### config.mk
export PLATFORM = sky130hd
export DESIGN_NAME = imem_boot_loader_flat
export DESIGN_NICKNAME = d
export VERILOG_FILES = /design/src/rtl/imem_boot_loader_pkg.sv /design/src/rtl/imem_boot_loader_if.sv /design/src/rtl/imem_boot_loader_word_assembler.sv /design/src/rtl/imem_boot_loader.sv /design/src/flat_wrapper.sv
export SDC_FILE = /design/constraint.sdc
export NUM_CORES = 1
export LEC_CHECK = 0
export CAP_MARGIN = 20
export CORE_MARGIN = 4
export CORE_UTILIZATION = 50
export DETAILED_ROUTE_END_ITERATION = 12
export DONT_BUFFER_PORTS = 1
export PLACE_DENSITY_LB_ADDON = 0.12
export SYNTH_ARGS = -nofsm -noshare
export SYNTH_HDL_FRONTEND = slang
export SYNTH_SLANG_ARGS = --single-unit
### constraint.sdc
create_clock -name clock -period 7.16 [get_ports clock]
set_clock_uncertainty 0.2 [all_clocks]
set_input_delay 0.716 -clock clock [delete_from_list [all_inputs] [get_ports clock]]
set_output_delay 0.716 -clock clock [all_outputs]
set_load 0.02 [all_outputs]
### src/rtl/imem_boot_loader_pkg.sv
// ----------------------------------------------------------------------------
// imem_boot_loader_pkg
// Shared definitions for the instruction-memory boot loader. This package
// holds the following items:
//   state_e               : loader FSM states
//   FRAME_HDR_BYTES       : number of length bytes at the front of a frame
//   BYTES_PER_WORD        : number of stream bytes in one instruction word
//   BYTE_IDX_W            : width of the byte-within-word counter
//   len_exceeds_capacity  : tests a frame length against the memory size
// ----------------------------------------------------------------------------
package imem_boot_loader_pkg;

    typedef enum logic [2:0] {
        ST_LEN_HI = 3'd0,
        ST_LEN_LO = 3'd1,
        ST_LOAD   = 3'd2,
        ST_CHECK  = 3'd3,
        ST_RUN    = 3'd4,
        ST_ERROR  = 3'd5
    } state_e;

    localparam int FRAME_HDR_BYTES = 2;
    localparam int BYTES_PER_WORD  = 4;
    localparam int BYTE_IDX_W      = $clog2(BYTES_PER_WORD);

    // A length of exactly 2**addr_w words is legal because it fills the memory.
    // Any larger length would force the word address to wrap, so it is rejected.
    function automatic logic len_exceeds_capacity(input logic [15:0]  len,
                                                  input int unsigned addr_w);
        logic [31:0] cap;
        cap = 32'd1 << addr_w;
        return ({16'd0, len} > cap);
    endfunction

endpackage : imem_boot_loader_pkg

### src/rtl/imem_boot_loader_if.sv
// ----------------------------------------------------------------------------
// imem_boot_loader_if
// Groups the byte-stream link, the instruction-memory write port and the
// loader status signals into one bundle.
//   slave  modport : the loader. It takes in the stream and drives the
//                    memory port and the status signals.
//   master modport : the byte source and the consumer of the memory port and
//                    status (the core, or a testbench).
// Signals:
//   in_valid, in_data[7:0], in_ready          byte stream handshake
//   imem_we, imem_addr[ADDR_W-1:0], imem_wdata instruction-memory write port
//   core_run, load_error, busy                 loader status
//   words_loaded[ADDR_W:0]                     count of words written
// ----------------------------------------------------------------------------
interface imem_boot_loader_if #(
    parameter int ADDR_W = 10
) ();
    logic              in_valid;
    logic [7:0]        in_data;
    logic              in_ready;
    logic              imem_we;
    logic [ADDR_W-1:0] imem_addr;
    logic [31:0]       imem_wdata;
    logic              core_run;
    logic              load_error;
    logic              busy;
    logic [ADDR_W:0]   words_loaded;

    modport slave (
        input  in_valid,
        input  in_data,
        output in_ready,
        output imem_we,
        output imem_addr,
        output imem_wdata,
        output core_run,
        output load_error,
        output busy,
        output words_loaded
    );

    modport master (
        output in_valid,
        output in_data,
        input  in_ready,
        input  imem_we,
        input  imem_addr,
        input  imem_wdata,
        input  core_run,
        input  load_error,
        input  busy,
        input  words_loaded
    );
endinterface : imem_boot_loader_if

### src/rtl/imem_boot_loader_word_assembler.sv
// ----------------------------------------------------------------------------
// imem_boot_loader_word_assembler
// Shifts accepted bytes into a 32-bit register, with the most significant byte
// arriving first. A 2-bit counter tracks the position of the byte within the
// word.
// Ports:
//   clock, reset_n    clock and asynchronous active-low reset
//   byte_valid        pulses for each accepted payload byte
//   byte_data[7:0]    the payload byte
//   word_last_byte    combinational. Goes high when this byte completes a word.
//   word_valid        registered pulse. High in the cycle after a word completes.
//   word_data[31:0]   the assembled word. It is valid while word_valid is high.
// ----------------------------------------------------------------------------
module imem_boot_loader_word_assembler
    import imem_boot_loader_pkg::*;
(
    input  logic        clock,
    input  logic        reset_n,
    input  logic        byte_valid,
    input  logic [7:0]  byte_data,
    output logic        word_last_byte,
    output logic        word_valid,
    output logic [31:0] word_data
);

    logic [BYTE_IDX_W-1:0]       byte_idx_q, byte_idx_d;
    logic [8*BYTES_PER_WORD-1:0] shift_q, shift_d;
    logic [8*BYTES_PER_WORD-1:0] shifted;
    logic                        word_valid_q, word_valid_d;

    // Each byte lane takes the lane below it. Lane 0 takes the new byte, so
    // after four shifts the first byte sits in the top lane.
    genvar gi;
    generate
        for (gi = 0; gi < BYTES_PER_WORD; gi = gi + 1) begin : g_lane
            if (gi == 0) begin : g_in
                assign shifted[7:0] = byte_data;
            end else begin : g_mv
                assign shifted[8*gi +: 8] = shift_q[8*(gi-1) +: 8];
            end
        end
    endgenerate

    assign word_last_byte = byte_valid && (byte_idx_q == BYTE_IDX_W'(BYTES_PER_WORD - 1));

    always_comb begin
        shift_d      = shift_q;
        byte_idx_d   = byte_idx_q;
        word_valid_d = 1'b0;
        if (byte_valid) begin
            shift_d      = shifted;
            byte_idx_d   = byte_idx_q + 1'b1;
            word_valid_d = word_last_byte;
        end
    end

    always_ff @(posedge clock or negedge reset_n) begin
        if (!reset_n) begin
            shift_q      <= '0;
            byte_idx_q   <= '0;
            word_valid_q <= 1'b0;
        end else begin
            shift_q      <= shift_d;
            byte_idx_q   <= byte_idx_d;
            word_valid_q <= word_valid_d;
        end
    end

    // The shift register keeps the complete word through the cycle after the
    // last byte. The next byte cannot change it before the following edge.
    assign word_valid = word_valid_q;
    assign word_data  = shift_q;

endmodule : imem_boot_loader_word_assembler

### src/rtl/imem_boot_loader.sv
// ----------------------------------------------------------------------------
// imem_boot_loader
// Receives a boot image as a byte stream and writes it into the instruction
// memory. The core is held stalled until the image checksum has been verified.
//
// A frame has this layout:
//   N[15:8], N[7:0], then 4*N payload bytes (each word MSB first),
//   then one checksum byte equal to the XOR of every preceding byte.
// Word i of the frame is written to word address i.
//
// If N is larger than 2**ADDR_W, or the checksum does not match, the loader
// sets load_error. A good frame sets core_run. Both states hold until reset.
//
// Ports:
//   clock, reset_n   clock and asynchronous active-low reset
//   bus (slave)      stream input, imem write port and status outputs.
//                    See imem_boot_loader_if for the signal list.
// ----------------------------------------------------------------------------
module imem_boot_loader
    import imem_boot_loader_pkg::*;
#(
    parameter int ADDR_W = 10
) (
    input  logic               clock,
    input  logic               reset_n,
    imem_boot_loader_if.slave  bus
);

    state_e            state_q, state_d;
    logic [7:0]        len_hi_q, len_hi_d;
    logic [ADDR_W:0]   len_q, len_d;
    logic [7:0]        xor_q, xor_d;
    logic [ADDR_W:0]   words_q, words_d;
    logic [ADDR_W-1:0] addr_q, addr_d;
    logic              in_ready_q, in_ready_d;
    logic              busy_q, busy_d;
    logic              core_run_q, core_run_d;
    logic              load_error_q, load_error_d;

    logic              accept;
    logic              load_accept;
    logic [15:0]       len_full;
    logic [ADDR_W:0]   words_inc;
    logic              asm_last_byte;
    logic              asm_word_valid;
    logic [31:0]       asm_word;

    assign accept    = bus.in_valid && in_ready_q;
    assign len_full  = {len_hi_q, bus.in_data};
    assign words_inc = words_q + (ADDR_W+1)'(1);

    imem_boot_loader_word_assembler u_word_asm (
        .clock          (clock),
        .reset_n        (reset_n),
        .byte_valid     (load_accept),
        .byte_data      (bus.in_data),
        .word_last_byte (asm_last_byte),
        .word_valid     (asm_word_valid),
        .word_data      (asm_word)
    );

    always_comb begin
        state_d     = state_q;
        len_hi_d    = len_hi_q;
        len_d       = len_q;
        xor_d       = xor_q;
        words_d     = words_q;
        addr_d      = addr_q;
        load_accept = 1'b0;

        case (state_q)
            ST_LEN_HI: begin
                if (accept) begin
                    len_hi_d = bus.in_data;
                    xor_d    = xor_q ^ bus.in_data;
                    state_d  = ST_LEN_LO;
                end
            end
            ST_LEN_LO: begin
                if (accept) begin
                    xor_d = xor_q ^ bus.in_data;
                    if (len_exceeds_capacity(len_full, ADDR_W)) begin
                        state_d = ST_ERROR;
                    end else begin
                        // The range check above makes this truncation lossless.
                        len_d   = len_full[ADDR_W:0];
                        state_d = (len_full == 16'd0) ? ST_CHECK : ST_LOAD;
                    end
                end
            end
            ST_LOAD: begin
                if (accept) begin
                    load_accept = 1'b1;
                    xor_d       = xor_q ^ bus.in_data;
                    if (asm_last_byte) begin
                        // Latch the address of this word now, so that it lines
                        // up with the registered write strobe from the assembler.
                        addr_d  = words_q[ADDR_W-1:0];
                        words_d = words_inc;
                        if (words_inc == len_q) begin
                            state_d = ST_CHECK;
                        end
                    end
                end
            end
            ST_CHECK: begin
                if (accept) begin
                    state_d = (bus.in_data == xor_q) ? ST_RUN : ST_ERROR;
                end
            end
            ST_RUN:   state_d = ST_RUN;
            ST_ERROR: state_d = ST_ERROR;
            default:  state_d = ST_ERROR;
        endcase
    end

    // The status outputs are decoded from the next state, which makes them
    // registered and aligned with the state register.
    always_comb begin
        in_ready_d   = state_d inside {ST_LEN_HI, ST_LEN_LO, ST_LOAD, ST_CHECK};
        busy_d       = state_d inside {ST_LEN_LO, ST_LOAD, ST_CHECK};
        core_run_d   = (state_d == ST_RUN);
        load_error_d = (state_d == ST_ERROR);
    end

    always_ff @(posedge clock or negedge reset_n) begin
        if (!reset_n) begin
            state_q      <= ST_LEN_HI;
            len_hi_q     <= '0;
            len_q        <= '0;
            xor_q        <= '0;
            words_q      <= '0;
            addr_q       <= '0;
            in_ready_q   <= 1'b1;
            busy_q       <= 1'b0;
            core_run_q   <= 1'b0;
            load_error_q <= 1'b0;
        end else begin
            state_q      <= state_d;
            len_hi_q     <= len_hi_d;
            len_q        <= len_d;
            xor_q        <= xor_d;
            words_q      <= words_d;
            addr_q       <= addr_d;
            in_ready_q   <= in_ready_d;
            busy_q       <= busy_d;
            core_run_q   <= core_run_d;
            load_error_q <= load_error_d;
        end
    end

    assign bus.in_ready     = in_ready_q;
    assign bus.imem_we      = asm_word_valid;
    assign bus.imem_addr    = addr_q;
    assign bus.imem_wdata   = asm_word;
    assign bus.core_run     = core_run_q;
    assign bus.load_error   = load_error_q;
    assign bus.busy         = busy_q;
    assign bus.words_loaded = words_q;

endmodule : imem_boot_loader

### src/flat_wrapper.sv
// flat-port wrapper written by rule: the top's interface ports become plain ports
module imem_boot_loader_flat import imem_boot_loader_pkg::*;
#(
    parameter int ADDR_W = 10
)
  (clock, reset_n, bus_in_valid, bus_in_data, bus_in_ready, bus_imem_we, bus_imem_addr, bus_imem_wdata, bus_core_run, bus_load_error, bus_busy, bus_words_loaded);
  imem_boot_loader_if #(.ADDR_W(ADDR_W)) bus_i ();
  input  logic clock;
  input  logic reset_n;
  input wire logic [$bits(bus_i.in_valid)-1:0] bus_in_valid;
  input wire logic [$bits(bus_i.in_data)-1:0] bus_in_data;
  output wire logic [$bits(bus_i.in_ready)-1:0] bus_in_ready;
  output wire logic [$bits(bus_i.imem_we)-1:0] bus_imem_we;
  output wire logic [$bits(bus_i.imem_addr)-1:0] bus_imem_addr;
  output wire logic [$bits(bus_i.imem_wdata)-1:0] bus_imem_wdata;
  output wire logic [$bits(bus_i.core_run)-1:0] bus_core_run;
  output wire logic [$bits(bus_i.load_error)-1:0] bus_load_error;
  output wire logic [$bits(bus_i.busy)-1:0] bus_busy;
  output wire logic [$bits(bus_i.words_loaded)-1:0] bus_words_loaded;
  assign bus_i.in_valid = bus_in_valid;
  assign bus_i.in_data = bus_in_data;
  assign bus_in_ready = bus_i.in_ready;
  assign bus_imem_we = bus_i.imem_we;
  assign bus_imem_addr = bus_i.imem_addr;
  assign bus_imem_wdata = bus_i.imem_wdata;
  assign bus_core_run = bus_i.core_run;
  assign bus_load_error = bus_i.load_error;
  assign bus_busy = bus_i.busy;
  assign bus_words_loaded = bus_i.words_loaded;
  imem_boot_loader #(.ADDR_W(ADDR_W)) u_core (.clock(clock), .reset_n(reset_n), .bus(bus_i));
endmodule
==> impl_results.md, run 1 <==
- Status: finished clean
- Worst-path fanout max: 35
- CTS tree: yes
- Routed length on met2: 3560 um
- All-Layer GR Usage: 17.2%
- Multi-input logic area: 0.00162 sq mm
- Setup TNS: 0 ns
- Post-CTS Setup Bufs: 0
- Share of cells above drive strength 1: 22.1%
- Antenna diodes: 0
- Total gr overflow: 0
- DRT Pass-1 Iters: 4
- Core Region: 0.00773 sq mm
- Die area: 0.00943 sq mm
- Slew Limit Fails: 0
- Worst-Margin Slew: 0.727 ns
- Vias in the first global route: 2413
- Worst path slowest cell: dfstp_2
- Share of the synthesized area in the top cell type: 56.1%
- Synth Instances: 325
- Clock Pin Slew Worst Setup and Hold Paths: 0.09 ns
- Routed wire per std cell: 17.9 um
- Worst setup EP type: flip-flop
- Crit path largest cell delay: 0.63 ns
- Die extent in y: 97.1 um
- Placer Congestion: 0.772
- H-tree depth: 3
- Synth Register Bits: 90
- Worst Setup Start Kind: flip-flop
- Clk buf depth: 2
- Area grow syn2layout: 7.44%
- Design Area, Final: 0.00427 sq mm
- Final nets: 339
- Fill count: 653
- Reg2reg setup slack: 4.22 ns
- Number of synthesized flops with an enable pin: 0
- Largest net degree at the start of global routing: 90
- Avg Cell Area, Syn: 12.2 sq um
- Synth top area cells: dfrtp_1 (56%), mux2_2 (12%), xnor2_1 (6.8%)
- Post-Layout Cell Count: 432
- Via count: 2329
- Ys async rst share: 100%
- Setup crit end: u_core.bus.core_run
- Std cell rows: 32
- Crit path cell chain: nand2_1 -> or4b_1 -> buf_4 -> or2_1 -> nor3_1 -> a41oi_1 -> inv_1 -> nor2_1
- DR iter-0 viols: 97
- Starting Density: 51.4%
- Critical path origin: u_core.bus.in_ready
- Final-report hold violation count: 0
- DRT antenna net count: 0
- Area post-placement: 0.00404 sq mm
- Final period util: 41.1%
- Register Area: 0.00225 sq mm
- Reg-to-Reg Start: u_core.bus.in_ready
- Vias per cell: 5.39
- First-pass GRT wire length: 12900 um
- Detail Placement HPWL: 5300 um
- Highest Signal Layer: met4
- Worst hold path type: primary input to asynchronous set/reset pin
- Setup violations, final: 0
- Clock tree sinks: 90
- Power density cells: 201 mW/mm^2
- Worst-skew pair later-pin latency: 0.35 ns
- Post-synthesis instance area: 0.00397 sq mm
- Main synth FF type: dfrtp_1
- Worst EP arrival: 2.98 ns
- Setup CP Type: flip-flop to flip-flop
- Relative slew slack: 51.5%
- Initial antenna violation count: 0
- Placed insts: 415
- Achievable Freq: 0.340 GHz
- Detailed Route WL: 7730 um
- Reg2Reg Depth: 8
- Fin crit period: 2.94 ns
- Syn. warnings: 0
- Post-synth net total: 338
- # DRC: 0
- Final Util: 55.2%
- Static leakage: 2.04 nW
- PortBufs: 0
- Max-cap viol count: 0
- DR WL met3: 581 um
- Die width: 97.1 um
- Worst vdd ir: 0.127 mV
- Crit Reg-Reg Endpoint: u_core.bus.core_run
- Root buffer cell: clkbuf_8
- Top-level I/O count: 69
- Metal-1 WL: 3470 um
- Critical Path RT: 7.20 ns
- Synth area leader: dfrtp_1
- RSZ-0062 raised after global routing: no
- Overall Power: 0.857 mW
- Cts bufs inserted: 9
- Register area share after synthesis: 56.8%
- Synth cell types: 49
## cells in the mapped netlist (all sizes together) (2+ instances only)
cell,count
nand3,8
a21oi,2
nor4,5
and3,2
mux2,51
nor3,7
nand2,53
nor2,13
o21a,2
ha,2
o21ai,2
inv,7
dfrtp,89
xor2,8
nand4,3
nand4b,2
or4,2
xnor2,31
buf,8
clkbuf,6
a41oi,2
## power by group
part           internal [mW]  switching (mW)
Combinational        0.00417          0.0107
Clock                  0.170           0.165
Sequential             0.508               0
## worst min-delay path by stage
stage / end / slack, ns / cells after the start
after global placement: u_core.bus.imem_addr[0] / 0.22 / 0
after detailed placement: u_core.u_word_asm.word_data[27] / 0.22 / 0
final: u_core.bus.words_loaded[10] / 0.07 / 1
after CTS: u_core.u_word_asm.word_data[28] / 0.09 / 1
after floorplan: u_core.bus.busy / 0.22 / 0
after global routing: u_core.bus.words_loaded[2] / 0.08 / 1
## registers in the layout, indices dropped and copies added (netlist names)
name / cells
u_core.u_word_asm.word_data: 32
u_core.xor_q: 8
u_core.state_q: 3
u_core.u_word_asm.byte_idx_q: 2
u_core.len_q: 11
u_core.bus.core_run: 1
u_core.bus.words_loaded: 11
u_core.bus.load_error: 1
u_core.bus.imem_addr: 10
u_core.bus.in_ready: 1
u_core.u_word_asm.word_valid: 1
u_core.len_hi_q: 8
u_core.bus.busy: 1
## cell families after synthesis
logic type | count (synthesis) | share of synthesized area [%]
AOI/OAI and AO/OA | 18 | 3.44
xor gates and xnor gates | 39 | 8.60
adders and majority gates | 2 | 0.630
buffers and inverters | 21 | 2.46
DFF | 90 | 56.8
muxes | 52 | 15.7
and+or+nand+nor | 103 | 12.4
## cell type report
cell class              instances  area share (%)
inverters                       7           0.616
repair buffers                  4            1.23
clock inverters                 2           0.880
flip-flops and latches         90            52.8
multi-input cells             214            38.0
clock buffers                  13            3.49
well taps                     102            2.99
## worst max-delay path, delay by kind of cell, from the launching register on
family          cells  cell delay [ns]
compound gates      1             0.19
buf+inv             2             0.37
flops               1             0.63
simple gates        5             1.41
## what timing repair did
action / 4_1_cts / 5_1_grt
hold buffers: 2 / 0
setup endpoints to repair: 0 / 0
hold endpoints to repair: 89 / 0
gates resized for setup: 0 / 0
## placed cells by master, fill, tap and decap left out, drive strengths merged, types with 2 or more instances in the layout
cell / synthesis / routed
nand2: 53 / 53
nand4b: 2 / 2
clkbuf: 6 / 13
a41oi: 2 / 2
xnor2: 31 / 31
nor3: 7 / 7
dfrtp: 89 / 89
nor4: 5 / 5
mux2: 51 / 51
nand4: 3 / 3
and3: 2 / 2
o21a: 2 / 2
or4: 2 / 2
nor2: 13 / 13
inv: 7 / 7
a21oi: 2 / 2
o21ai: 2 / 2
nand3: 8 / 8
ha: 2 / 2
xor2: 8 / 8
buf: 8 / 3
## per-stage QoR
stage          worst slack [ns]  hold slack (ns)
2_1_floorplan              4.64            0.220
3_3_place_gp               4.17            0.223
3_5_place_dp               4.11            0.223
4_1_cts                    4.18           0.0905
5_1_grt                    3.94           0.0800
6_report                   4.22           0.0665
## layer usage
layer	vias up	GRT usage (%)
met5	-	0
met4	0	5.51
met3	11	6.39
met2	67	26.4
met1	1138	22.8
li1	1113	-
(Power assumes the default switching activity.)
==> inputs of run 2 (changes only) <==
==> constraint.sdc (replaced) <==
create_clock -name clock -period 2.8 [get_ports clock]
set_clock_uncertainty 0.2 [all_clocks]
set_input_delay 0.28 -clock clock [delete_from_list [all_inputs] [get_ports clock]]
set_output_delay 0.28 -clock clock [all_outputs]
set_load 0.02 [all_outputs]
==> impl_results.md, run 2 (same netlist as run 1, synthesis figures left out) <==
- Total gr overflow: 0
- Core Region: 0.00773 sq mm
- Antenna diodes: 0
- # DRC: 0
- Post-CTS Setup Bufs: 0
- Max-cap viol count: 0
- DRT antenna net count: 0
- Setup violations, final: 0
- Setup TNS: 0 ns
- Detailed Route WL: 8070 um
- CTS tree: yes
- Share of cells above drive strength 1: 24.9%
- Worst vdd ir: 0.284 mV
- Achievable Freq: 0.390 GHz
- Worst Setup Start Kind: flip-flop
- Vias per cell: 5.51
- Worst EP arrival: 2.65 ns
- Die width: 97.1 um
- Grt met3 use: 6.32%
- Static leakage: 2.14 nW
- Initial antenna violation count: 0
- Std cell rows: 32
- Relative slew slack: 56.4%
- Worst setup EP type: flip-flop
- Slew Limit Fails: 0
- Cts bufs inserted: 9
- Clk buf depth: 2
- PortBufs: 0
- Critical Path RT: 2.89 ns
- Reg-to-Reg Start: u_core.state_q[1]
- Die area: 0.00943 sq mm
- Worst-path fanout max: 8
- H-tree depth: 3
- All-Layer GR Usage: 17.7%
- Largest net degree at the start of global routing: 91
- Hold_sp: bus_in_valid
- Final nets: 357
- Area grow syn2layout: 11.9%
- Final period util: 91.5%
- GR peak layer: met2
- Fin crit period: 2.56 ns
- Hold buffers post-CTS: 10
- Max FFs per register: 32
- Status: finished clean
- Worst hold path type: primary input to flip-flop
- Post-Layout Cell Count: 451
- Placer Congestion: 0.828
- Cts repair resizes: 0
- Clock tree sinks: 90
- Worst-skew pair later-pin latency: 0.35 ns
- Vias in the first global route: 2545
- Final-report hold violation count: 0
- Clock Pin Slew Worst Setup and Hold Paths: 0.09 ns
- Routed wire per std cell: 17.9 um
- Met2 Track Usage GR: 27.7%
- DR iter-0 viols: 102
- RSZ-0062 raised after global routing: no
- Root buffer cell: clkbuf_8
- Commonest non-fill, non-tap cell in the layout: dfrtp_1
- Critical path origin: u_core.state_q[1]
- Power density cells: 513 mW/mm^2
- First-pass GRT wire length: 13400 um
- Setup CP Type: flip-flop to flip-flop
- Via count: 2486
- Die extent in y: 97.1 um
- Placed insts: 425
- Starting Density: 51.4%
- Detail Placement HPWL: 5500 um
- Top-level I/O count: 69
- Worst-Margin Slew: 0.654 ns
- Commonest cells after routing, fill and taps aside: dfrtp_1 (89), nand2_1 (53), mux2_2 (41), xnor2_1 (31)
- DRT Pass-1 Iters: 4
- GR met1 Demand/Resource: 22.8%
==> run 2: cell count changes in the layout (fill, tap and decap cells not counted), sizes merged <==
cell	change
buf	+10
clkbuf	-3
clkinv	+1
clkinvlp	+1
dlygate4sd3	+8
inv	+2
==> run 2: critical path, stage by stage (launching register included) <==
cell and delay, ns:
dfrtp_1 0.47, or4_4 0.57, nor4_1 0.47, o31ai_1 0.23, a41oi_1 0.35, inv_1 0.10, nor2_1 0.11
==> run 2: routing by layer <==
metal	part of all wire (%)	vias up
li1	-	1159
met1	44	1244
met2	47	69
met3	6.9	14
met4	2.0	0
met5	0	-
==> run 2: worst paths after layout <==
check                                                  endpoint  slack [ns]  cells past startpoint
worst max-delay path                        u_core.bus.core_run        0.24                      6
worst min-delay path                          u_core.state_q[1]        0.06                      3
worst max register to register              u_core.bus.core_run        0.24                      6
worst min register to register  u_core.u_word_asm.byte_idx_q[0]        0.29                      1
max in group asynchronous                   u_core.bus.in_ready        1.73                      2
min in group asynchronous       u_core.u_word_asm.word_data[28]        0.29                      2
==> run 2: layout make-up <==
class,instances,area [sq um]
repair buffers,22,208
well taps,102,128
fillers,649,3280
multi-input cells,214,1620
flip-flops and latches,90,2250
clock inverters,6,71.3
clock buffers,10,138
inverters,7,26.3
==> run 2: stage by stage <==
stage	util (%)	total power, mW	hold WS, ns	area (sq um)	setup slack [ns]
final	57.5	2.28	0.0617	4440	0.239
after global routing	57.5	2.38	0.0823	4440	0.120
after CTS	57.5	2.31	0.0492	4440	0.249
after detailed placement	53.3	1.33	-0.213	4120	0.280
after global placement	53.3	1.33	-0.213	4120	0.302
after floorplan	-	1.33	-0.216	3970	0.372
==> run 2: power breakdown <==
part	internal [mW]	switching [mW]	leakage (nW)
combinational	0.0182	0.0369	0.807
clock	0.445	0.479	0.0995
sequential	1.30	0	1.23
total	1.76	0.516	2.14
